**config.mk**
```make
export PLATFORM = sky130hd
export DESIGN_NAME = mem_arbiter
export DESIGN_NICKNAME = d
export VERILOG_FILES = /design/src/rtl/mem_arbiter_pkg.sv /design/src/rtl/mem_arb_lat_cnt.sv /design/src/rtl/mem_arbiter.sv
export SDC_FILE = /design/constraint.sdc
export NUM_CORES = 1
export LEC_CHECK = 0
export CAP_MARGIN = 10
export CORE_UTILIZATION = 44
export CTS_CLUSTER_SIZE = 20
export DETAILED_ROUTE_END_ITERATION = 16
export GPL_TIMING_DRIVEN = 0
export PLACE_DENSITY = 0.84
export SLEW_MARGIN = 10
export SYNTH_ARGS = -nofsm -noshare
export SYNTH_HDL_FRONTEND = slang
export SYNTH_SLANG_ARGS = --single-unit
```
**constraint.sdc**
```tcl
create_clock -name CLK -period 4.75 [get_ports CLK]
set_input_delay 0.475 -clock CLK [delete_from_list [all_inputs] [get_ports CLK]]
set_output_delay 0.475 -clock CLK [all_outputs]
set_load 0.05 [all_outputs]
```
**src/rtl/mem_arbiter_pkg.sv**
```systemverilog
// Shared definitions for the two-requester memory arbiter: state codes, requester
// indices and latency-counter width.
package mem_arbiter_pkg;

    localparam logic [1:0] ARB_IDLE   = 2'b00;
    localparam logic [1:0] ARB_ACCESS = 2'b01;
    localparam logic [1:0] ARB_DONE   = 2'b10;

    localparam logic ARB_REQ_CPU = 1'b0;
    localparam logic ARB_REQ_LDR = 1'b1;

    // Four bits cover every legal MEM_LATENCY (1..15).
    localparam int unsigned ARB_CNT_WIDTH = 4;

    typedef enum logic [1:0] {
        StIdle   = ARB_IDLE,
        StAccess = ARB_ACCESS,
        StDone   = ARB_DONE
    } arb_state_e;

    function automatic logic [1:0] arb_onehot(input logic idx);
        return (idx == ARB_REQ_LDR) ? 2'b10 : 2'b01;
    endfunction

endpackage

```
**src/rtl/mem_arb_lat_cnt.sv**
```systemverilog
// Loadable down-counter with zero flag; times how long the memory strobes stay asserted.
module mem_arb_lat_cnt
    import mem_arbiter_pkg::*;
(
    input  logic                     clk_i,
    input  logic                     rst_ni,
    input  logic                     load_i,
    input  logic [ARB_CNT_WIDTH-1:0] load_val_i,
    input  logic                     dec_i,
    output logic [ARB_CNT_WIDTH-1:0] cnt_o,
    output logic                     zero_o
);

    logic [ARB_CNT_WIDTH-1:0] cnt_d, cnt_q;

    always_comb begin
        cnt_d = cnt_q;
        if (load_i) begin
            cnt_d = load_val_i;
        end else if (dec_i && (cnt_q != '0)) begin
            cnt_d = cnt_q - 1'b1;
        end
    end

    always_ff @(posedge clk_i or negedge rst_ni) begin
        if (!rst_ni) begin
            cnt_q <= '0;
        end else begin
            cnt_q <= cnt_d;
        end
    end

    assign cnt_o  = cnt_q;
    assign zero_o = (cnt_q == '0);

endmodule

```
**src/rtl/mem_arbiter.sv**
```systemverilog
// Two-requester memory port arbiter (CPU vs. loader). Round-robin on ties unless
// MEM_ARB_CPU_PRIO_EN is defined, which gives the CPU fixed priority. MEM_LATENCY: 1..15.
module mem_arbiter
    import mem_arbiter_pkg::*;
#(
    parameter int unsigned ADDR_WIDTH  = 26,
    parameter int unsigned DATA_WIDTH  = 32,
    parameter int unsigned MEM_LATENCY = 2
) (
    input  logic                  CLK,
    input  logic                  RST,
    input  logic                  REQ0,
    input  logic                  RNW0,
    input  logic [ADDR_WIDTH-1:0] ADDR0,
    input  logic [DATA_WIDTH-1:0] WDATA0,
    output logic                  ACK0,
    input  logic                  REQ1,
    input  logic                  RNW1,
    input  logic [ADDR_WIDTH-1:0] ADDR1,
    input  logic [DATA_WIDTH-1:0] WDATA1,
    output logic                  ACK1,
    output logic [DATA_WIDTH-1:0] RDATA,
    output logic [1:0]            GNT,
    output logic                  BUSY,
    output logic                  MEM_READ,
    output logic                  MEM_WRITE,
    output logic [ADDR_WIDTH-1:0] MEM_ADDR,
    output logic [DATA_WIDTH-1:0] MEM_WDATA,
    input  logic [DATA_WIDTH-1:0] MEM_RDATA
);

    localparam logic [ARB_CNT_WIDTH-1:0] LatLoad = ARB_CNT_WIDTH'(MEM_LATENCY - 1);

    arb_state_e state_d, state_q;

    logic                  owner_d, owner_q;
    logic                  rnw_d, rnw_q;
    logic [ADDR_WIDTH-1:0] addr_d, addr_q;
    logic [DATA_WIDTH-1:0] wdata_d, wdata_q;
    logic [DATA_WIDTH-1:0] rdata_d, rdata_q;

    logic                     any_req;
    logic                     launch;
    logic                     winner;
    logic                     cnt_dec;
    logic                     cnt_zero;
    logic [ARB_CNT_WIDTH-1:0] cnt_val;

    assign any_req = REQ0 | REQ1;
    assign launch  = (state_q == StIdle) && any_req;
    assign cnt_dec = (state_q == StAccess);

`ifdef MEM_ARB_CPU_PRIO_EN
    always_comb begin
        winner = REQ0 ? ARB_REQ_CPU : ARB_REQ_LDR;
    end
`else
    // rr_q holds the last winner; on a tie the other requester is served.
    logic rr_d, rr_q;

    always_comb begin
        if (REQ0 && REQ1) begin
            winner = ~rr_q;
        end else begin
            winner = REQ1 ? ARB_REQ_LDR : ARB_REQ_CPU;
        end
    end

    always_comb begin
        rr_d = rr_q;
        if (launch) begin
            rr_d = winner;
        end
    end

    always_ff @(posedge CLK or negedge RST) begin
        if (!RST) begin
            rr_q <= ARB_REQ_LDR;
        end else begin
            rr_q <= rr_d;
        end
    end
`endif

    mem_arb_lat_cnt u_lat_cnt (
        .clk_i      (CLK),
        .rst_ni     (RST),
        .load_i     (launch),
        .load_val_i (LatLoad),
        .dec_i      (cnt_dec),
        .cnt_o      (cnt_val),
        .zero_o     (cnt_zero)
    );

    // State register
    always_ff @(posedge CLK or negedge RST) begin
        if (!RST) begin
            state_q <= StIdle;
        end else begin
            state_q <= state_d;
        end
    end

    // Next-state logic
    always_comb begin
        state_d = state_q;
        unique case (state_q)
            StIdle: begin
                if (any_req) begin
                    state_d = StAccess;
                end
            end
            StAccess: begin
                if (cnt_zero) begin
                    state_d = StDone;
                end
            end
            StDone: begin
                state_d = StIdle;
            end
            default: begin
                state_d = StIdle;
            end
        endcase
    end

    // Transaction latch and read-data capture
    always_comb begin
        owner_d = owner_q;
        rnw_d   = rnw_q;
        addr_d  = addr_q;
        wdata_d = wdata_q;
        rdata_d = rdata_q;
        if (launch) begin
            owner_d = winner;
            rnw_d   = (winner == ARB_REQ_LDR) ? RNW1   : RNW0;
            addr_d  = (winner == ARB_REQ_LDR) ? ADDR1  : ADDR0;
            wdata_d = (winner == ARB_REQ_LDR) ? WDATA1 : WDATA0;
        end
        if ((state_q == StAccess) && cnt_zero && rnw_q) begin
            rdata_d = MEM_RDATA;
        end
    end

    always_ff @(posedge CLK or negedge RST) begin
        if (!RST) begin
            owner_q <= ARB_REQ_CPU;
            rnw_q   <= 1'b0;
            addr_q  <= '0;
            wdata_q <= '0;
            rdata_q <= '0;
        end else begin
            owner_q <= owner_d;
            rnw_q   <= rnw_d;
            addr_q  <= addr_d;
            wdata_q <= wdata_d;
            rdata_q <= rdata_d;
        end
    end

    // Outputs decoded from the registered state so reset clears them at once
    always_comb begin
        GNT       = 2'b00;
        BUSY      = 1'b0;
        ACK0      = 1'b0;
        ACK1      = 1'b0;
        MEM_READ  = 1'b0;
        MEM_WRITE = 1'b0;
        MEM_ADDR  = '0;
        MEM_WDATA = '0;
        unique case (state_q)
            StAccess: begin
                GNT       = arb_onehot(owner_q);
                BUSY      = 1'b1;
                MEM_READ  = rnw_q;
                MEM_WRITE = ~rnw_q;
                MEM_ADDR  = addr_q;
                MEM_WDATA = wdata_q;
            end
            StDone: begin
                GNT  = arb_onehot(owner_q);
                BUSY = 1'b1;
                ACK0 = (owner_q == ARB_REQ_CPU);
                ACK1 = (owner_q == ARB_REQ_LDR);
            end
            default: begin
            end
        endcase
    end

    assign RDATA = rdata_q;

endmodule

```
### Word level (Yosys, flattened, before mapping)

Index checks and enable logic that the tools add are counted.

* reduce and logical (&&, ||, !) cells: 11
* equality and inequality tests: 4
* multiplexer cells: 19
* bitwise gates (word level): 4
* add/sub/neg operators: 1

Operators with widths (count)
* $mux 32: 2
* $mux 26: 2
* $mux 1: 8
* $mux 2: 4
* $mux 4: 2
* $logic_and 1x1->1: 5
* $logic_not 4->1: 1
* $ne 2x2->1 const B: 2
* $pmux 2 s2: 1
* $reduce_bool 4->1: 1
* $sub 4x1->4 const B: 1
* $not 1->1: 3
* $eq 2x1->1 const B: 1
* $eq 2x2->1 const B: 1
* $logic_not 2->1: 1
* $reduce_and 2->1: 1
* $reduce_bool 2->1: 1
* $reduce_or 2->1: 1
* $or 1x1->1: 1

* bits in registers: 99
* output and inout bits: 97

### Logic depth before layout (Yosys ltp)

Gate-level depths: netlist of the first run.

* depth after elaboration: 4
* gate-level depth with buffers: 7
* depth with buffers taken out: 5

### By module

From an unflattened synthesis of the first run, not the netlist that was laid out.

* cell total of the unflattened synthesis: 509
* area, all modules: 4763.3 um2

By module, submodules not included
* mem_arbiter: area each 4493.1 um2, cells an instance 482, sequential area each 2378.5 um2, instances 1
* mem_arb_lat_cnt: area each 270.3 um2, cells an instance 27, sequential area each 100.1 um2, instances 1

### Least setup slack after synthesis of the first run

Ideal clock, no wire load.

* path type: flip-flop to output port
* from: register state_q[0]
* to: output port GNT[0]
* required time: 4.275 ns
* stages on the path, launching flop included: 4
* path slack: 2.497 ns
* arrival: 1.778 ns
* cells stage by stage: dfrtp_1 -> inv_1 -> ha_1 -> nor2b_1

* cells in the longest elaborated chain, start to end: 3
* elaborated cells between the ends (all ways): 4

Ends and longest elaborated chain
* start, declared: RTL line mem_arbiter.sv:34 `arb_state_e state_d, state_q;`
* start signal, assigned: RTL line mem_arbiter.sv:98 `state_q <= StIdle;`
* start signal, assigned: RTL line mem_arbiter.sv:100 `state_q <= state_d;`
* $eq 2x2->1 / $eq 2x1->1 (equally long branches): RTL line mem_arbiter.sv:171 `unique case (state_q)`
* $reduce_or 2->1 (no source line) (*)
* $mux 2 (*)
* end, declared: RTL line mem_arbiter.sv:23 `output logic [1:0] GNT,`

Every way passes the cells marked *; elsewhere a longest branch is shown, timed or not.

### Worst setup path after layout of the first run

* from: register state_q[1]
* to: output port MEM_WDATA[31]

* cells in the longest elaborated chain, start to end: 2

Ends and longest elaborated chain
* $eq 2x1->1: RTL line mem_arbiter.sv:171
* $mux 32: RTL line mem_arbiter.sv:171
* end, declared: RTL line mem_arbiter.sv:28 `output logic [DATA_WIDTH-1:0] MEM_WDATA,`

Every way passes these cells.

==> results of run 1 <==
[worst max-delay path: stages, from the launching register on]
cell	delay [ps]
dfrtp_1	410
inv_1	110
ha_1	240
clkbuf_1	370
clkbuf_1	350
and2_1	220
clkdlybuf4s50_1	820
[cell usage after synthesis (all sizes together)]
library cell | count | area (µm²)
dfrtp | 98 | 2450
ha | 6 | 75.1
nor2b | 3 | 18.8
a211o | 2 | 20.0
mux2 | 33 | 484
a21oi | 4 | 20.0
buf | 15 | 125
nand2 | 64 | 240
a21bo | 1 | 10.0
and2 | 60 | 375
inv | 7 | 26.3
or3b | 1 | 8.76
o21a | 1 | 7.51
o2bb2a | 1 | 10.0
o31ai | 1 | 7.51
and3 | 1 | 6.26
nor4b | 1 | 8.76
a31oi | 1 | 6.26
nor2 | 4 | 31.3
clkbuf | 16 | 60.1
dfstp | 1 | 26.3
o21ai | 62 | 310
a22oi | 1 | 7.51
mux2i | 60 | 601
[layout make-up]
| class | instances | area share, % |
|---|---|---|
| plain buffers | 31 | 2.34 |
| clock buffers | 12 | 2.09 |
| clock inverters | 4 | 1.20 |
| inverters | 7 | 0.333 |
| multi-input cells | 307 | 28.5 |
| flip-flops and latches | 99 | 31.4 |
| well taps | 140 | 2.22 |
| repair buffers | 251 | 32.0 |
[sequential cells by signal, indices dropped and copies added (netlist names)]
name             cells
owner_q              1
u_lat_cnt.cnt_o      4
rnw_q                1
RDATA               32
state_q              2
wdata_q             32
addr_q              26
rr_q                 1
[power groups by stage]
stage / Sequential (mW) / Clock, mW / Combinational (mW)
3_3_place_gp: 1.46 / 0 / 3.21
4_1_cts: 1.47 / 0.689 / 3.27
3_5_place_dp: 1.49 / 0 / 3.26
6_report: 1.47 / 0.680 / 3.24
5_1_grt: 1.52 / 0.727 / 3.46
2_1_floorplan: 1.93 / 0 / 1.71
[routing by layer]
layer,part of all wire (%),vias to the layer above,wire (µm)
met5,0,-,0
met4,2.1,0,267
met3,7.3,19,945
met2,50,167,6510
met1,40,1945,5230
li1,-,2011,-
[path summary, 6_finish.rpt]
| kind | from | end | slack, ps | depth (start not counted) |
|---|---|---|---|---|
| max reg2reg | u_lat_cnt.cnt_o[0] | RDATA[28] | 2750 | 7 |
| min | RST | RDATA[6] | 70 | 1 |
| max | state_q[1] | MEM_WDATA[31] | 1400 | 6 |
| min in group CLK | wdata_q[17] | wdata_q[17] | 480 | 2 |
| max in group asynchronous | RST | rr_q | 3970 | 2 |
| min reg2reg | wdata_q[17] | wdata_q[17] | 480 | 2 |
[metrics by stage]
stage	cell area [µm²]	hold WS [ps]	TNS (ps)	worst slack, ps	std cells
2_1_floorplan	4940	179	0	2500	444
3_3_place_gp	7620	452	-33640	-350	834
3_5_place_dp	7640	462	0	1770	835
4_1_cts	7900	69.7	0	1330	851
5_1_grt	7900	88.5	0	1220	851
6_report	7900	65.7	0	1400	851
[placed cells by master (no fill, tap or decap), drive strengths merged, types with 4 or more instances in the layout]
| cell | n |
|---|---|
| a21oi | 4 |
| clkbuf | 28 |
| nor2 | 4 |
| buf | 17 |
| clkdlybuf4s50 | 249 |
| mux2i | 60 |
| o21ai | 62 |
| mux2 | 33 |
| dfrtp | 98 |
| nand2 | 64 |
| ha | 6 |
| inv | 7 |
| and2 | 60 |
[logic make-up after synthesis]
family	count (synthesis)
AOI/OAI and AO/OA	74
adders and majority gates	6
buffers and inverters	38
DFF	99
muxes	93
and+or+nand+nor	134
==> out/metrics.yaml, run 1 <==
status: "finished clean"
grt_util_met1_pct: 26.5
synth_compound_area_share_pct: 8.08
fin_skew_ps: 10.5
p_per_area_nw_per_um2: 683
synth_nets: 604
period_needed_ps: 3350
hpwl_um: 10200
p_sw_share_pct: 46.5
cts_hold_repair.buffers: 0
grt_use_met3_pct: 4.94
std_cell_rows: 38
end_kind: "output port"
global_route.overflow_total: 0
synth_simple_gate_area_share_pct: 14.0
fin_total_pwr_mw: 5.40
synth_xor_area_share_pct: 0
hold_viol: 0
worstPathMaxFanout: 10
regArea_um2: 2480
drcViolationCount: 0
die_h_um: 108
cts_tree: "yes"
syn_area_um2: 4940
viasPerCell: 4.87
criticalPathCategory: "register to output port"
cts_inserted_buffers: 9
use_met2_pct: 39.9
synth-seq-cells: 99
power_leakage_nw: 3.59
wirelength_um: 12900
seq_power_share_pct: 27.3
fillers: 810
grt_start_max_net_pins: 64
initialDrtViolationCount: 116
fin_crit_sh_pct: 70.6
start_util_pct: 45.4
power_frac_clock_pct: 12.6
comb_power_share_pct: 60.1
worstPathRequired_ps: 4280
hp-class: "input port to async pin"
core_um2: 10900
cts_setup_buffers: 0
p_int_mw: 2.89
tightest_slew_ps: 549
nNetsFinal: 866
post-route-util_pct: 72.6
clock_latency_ps: 360
drv_slew: 0
grt.busiest_layer: "met2"
synth_warnings: 0
cts_resized: 0
multi_input_area_um2: 2250
num_vias: 4142
synthCells: 444
track_usage_pct: 22.6
ctsRootBufferMaster: "clkbuf_8"
dieArea_um2: 11700
area_growth_pct: 60.0
synthAdderAreaFrac_pct: 1.52
antennaDiodeCount: 0
synthMuxAreaShare_pct: 22.0
cts_max_path_buffers: 2
synth.distinct_cells: 29
die_w_um: 108
rsz0062_at_grt: "false"
synth.yosys.seq_area_share_pct: 50.2
postRouteAntennaNets: 0
finalSetupViolations: 0
switchingPower_mw: 2.51
grt_pass1_wl_um: 20400
max_freq_mhz: 298
gp_congestion: 0.767
h-tree-depth: 3
worstSetupStartpointType: "register"
synth_top_family_by_area: "multiplexers"
relSlewSlack_pct: 63.3
vdd_ir_drop_max_uv: 388
maxCapViolations: 0
clkSinkCount: 99
grt_pass1_vias: 4237
drive_above_1_share_pct: 9.85
cts.reportedPaths.clkPinSlew_ps: 100
port_buffers: 250
postSynthAreaPerCell_um2: 11.1
wl_per_cell_um: 15.2
ios: 251
firstDrtPassIters: 4
antenna_found_initial: 0
critical_path_arrival_ps: 2880
No activity file was read; power rests on OpenSTA's default activity.
==> run 2: changes to the inputs <==
CORE_UTILIZATION = 40   (was 44)
PLACE_DENSITY = 0.77   (was 0.84)
clock period = 3.1 ns   (was 4.75 ns; I/O delays follow)
==> out/metrics.yaml, run 2 (synthesis gave the netlist of run 1 again) <==
relSlewSlack_pct: 55.4
post-route-util_pct: 65.9
viasPerCell: 4.83
h-tree-depth: 3
postRouteAntennaNets: 0
max_freq_mhz: 342
status: "complete, but fails checks"
violations: "negative hold slack"
finalSetupViolations: 0
grt_start_max_net_pins: 52
wirelength_um: 13100
drive_above_1_share_pct: 9.85
clock_latency_ps: 350
reg2reg_depth: 7
port_buffers: 250
tns_ps: 0
slowest_stage: "dlygate4sd2_1"
p_int_mw: 4.39
pre_cts_slack_ps: 254
start_util_pct: 41.1
track_usage_pct: 20.6
criticalPathCategory: "register to output port"
antenna_found_initial: 0
initialDrtViolationCount: 147
comb_power_share_pct: 58.1
ctsRootBufferMaster: "clkbuf_16"
critical_path_arrival_ps: 2620
global_route.overflow_total: 0
worstSetupStartpointType: "register"
vdd_ir_drop_max_uv: 991
gp_congestion: 0.787
hpwl_um: 10000
path_delay_family: "buffers and inverters"
maxCapViolations: 0
ios: 251
die_h_um: 113
crit_buf_inv: 4
layout_commonest_cell: "clkdlybuf4s50_1"
switchingPower_mw: 3.90
cts_inserted_buffers: 9
cts_tree: "yes"
whs_ps: -5.79
antennaDiodeCount: 0
period_needed_ps: 2930
worstPathRequired_ps: 2790
p_per_area_nw_per_um2: 1050
clkSinkCount: 99
rr_endpoint: "RDATA[23]"
fin_total_pwr_mw: 8.29
grt_pass1_vias: 4144
cts_max_path_buffers: 2
tightest_slew_ps: 669
hp-class: "input port to async pin"
drcViolationCount: 0
num_vias: 4142
slowest_delay_ps: 550
final_cell_mix: "clkdlybuf4s50_1 (199), dfrtp_1 (98), nand2_1 (64), o21ai_0 (62)"
dieArea_um2: 12800
area_growth_pct: 60.2
die_w_um: 113
cp_common_cell: "clkbuf_1"
worstPathCellList: "inv_1 > ha_1 > clkbuf_1 > clkbuf_1 > and2_1 > dlygate4sd2_1"
r2r_start: "u_lat_cnt.cnt_o[0]"
drv_slew: 0
hold_viol: 6
std_cell_rows: 40
setup_slack_ps: 172
power_frac_clock_pct: 14.4
worstPathMaxFanout: 10
ff2ff_setup_slack_ps: 1090
power_leakage_nw: 3.82
cts.reportedPaths.clkPinSlew_ps: 70
fin_crit_sh_pct: 94.4
seq_power_share_pct: 27.4
core_um2: 12000
nNetsFinal: 866
p_sw_share_pct: 47.1
end_kind: "output port"
firstDrtPassIters: 4
rsz0062_at_grt: "false"
fin_skew_ps: 7.82
wl_per_cell_um: 15.3
cts_hold_repair.buffers: 0
grt_pass1_wl_um: 20300
run 2: metal layers:
layer	GRT usage (%)	wire length, µm	vias up
met4	8.25	260	0
met2	35.3	6420	172
met5	0	0	-
li1	-	-	2020
met3	5.46	907	17
met1	24.7	5530	1933
run 2: worst register-to-register path: cells and delay by family (launching register included):
| family | cells | cell delay [ps] |
|---|---|---|
| flip-flops | 1 | 420 |
| AND/OR/NAND/NOR | 2 | 530 |
| buffers and inverters | 3 | 440 |
| adder cells (fa/ha/maj) | 1 | 190 |
| multiplexers | 1 | 310 |
run 2: per-stage QoR:
step	instances	hold WS (ps)	cell area, µm²
after floorplan	444	14.4	4940
after global placement	841	452	7620
after detailed placement	842	387	7650
after CTS	858	11.9	7910
after global routing	858	42.3	7910
final	858	-5.79	7910
run 2: power by group through the flow:
stage	clock, mW	sequential [mW]	combinational (mW)
after floorplan	0	2.95	2.62
after global placement	0	2.24	4.93
after detailed placement	0	2.29	5.00
after CTS	1.22	2.28	4.86
after global routing	1.27	2.35	5.11
final	1.20	2.27	4.82
run 2: how the worst max path moves through the flow:
stage | startpoint | slack (ps) | endpoint | depth (start not counted)
finish | state_q[1] | 170 | MEM_ADDR[24] | 6
floorplan | state_q[0] | 1010 | GNT[0] | 3
CTS | state_q[1] | 160 | MEM_ADDR[12] | 6
global placement | RST | -1850 | addr_q[0] | 1
global route | state_q[1] | 10 | MEM_WDATA[31] | 6
detailed placement | state_q[1] | 250 | MEM_ADDR[24] | 6
run 2: timing repair:
item,in CTS,in global routing
endpoints found under the setup margin,50,0
gates resized for setup,50,0
buffers inserted,0,0
run 2: cell type report:
cell class                 instances  area [µm²]
timing repair buffer             251        2460
multi-input combinational        307        2250
clock buffer                      13         280
buffer                            31         185
fill                             994        4100
sequential                        99        2480
clock inverter                     3        43.8
inverter                           7        26.3
tap                              147         184
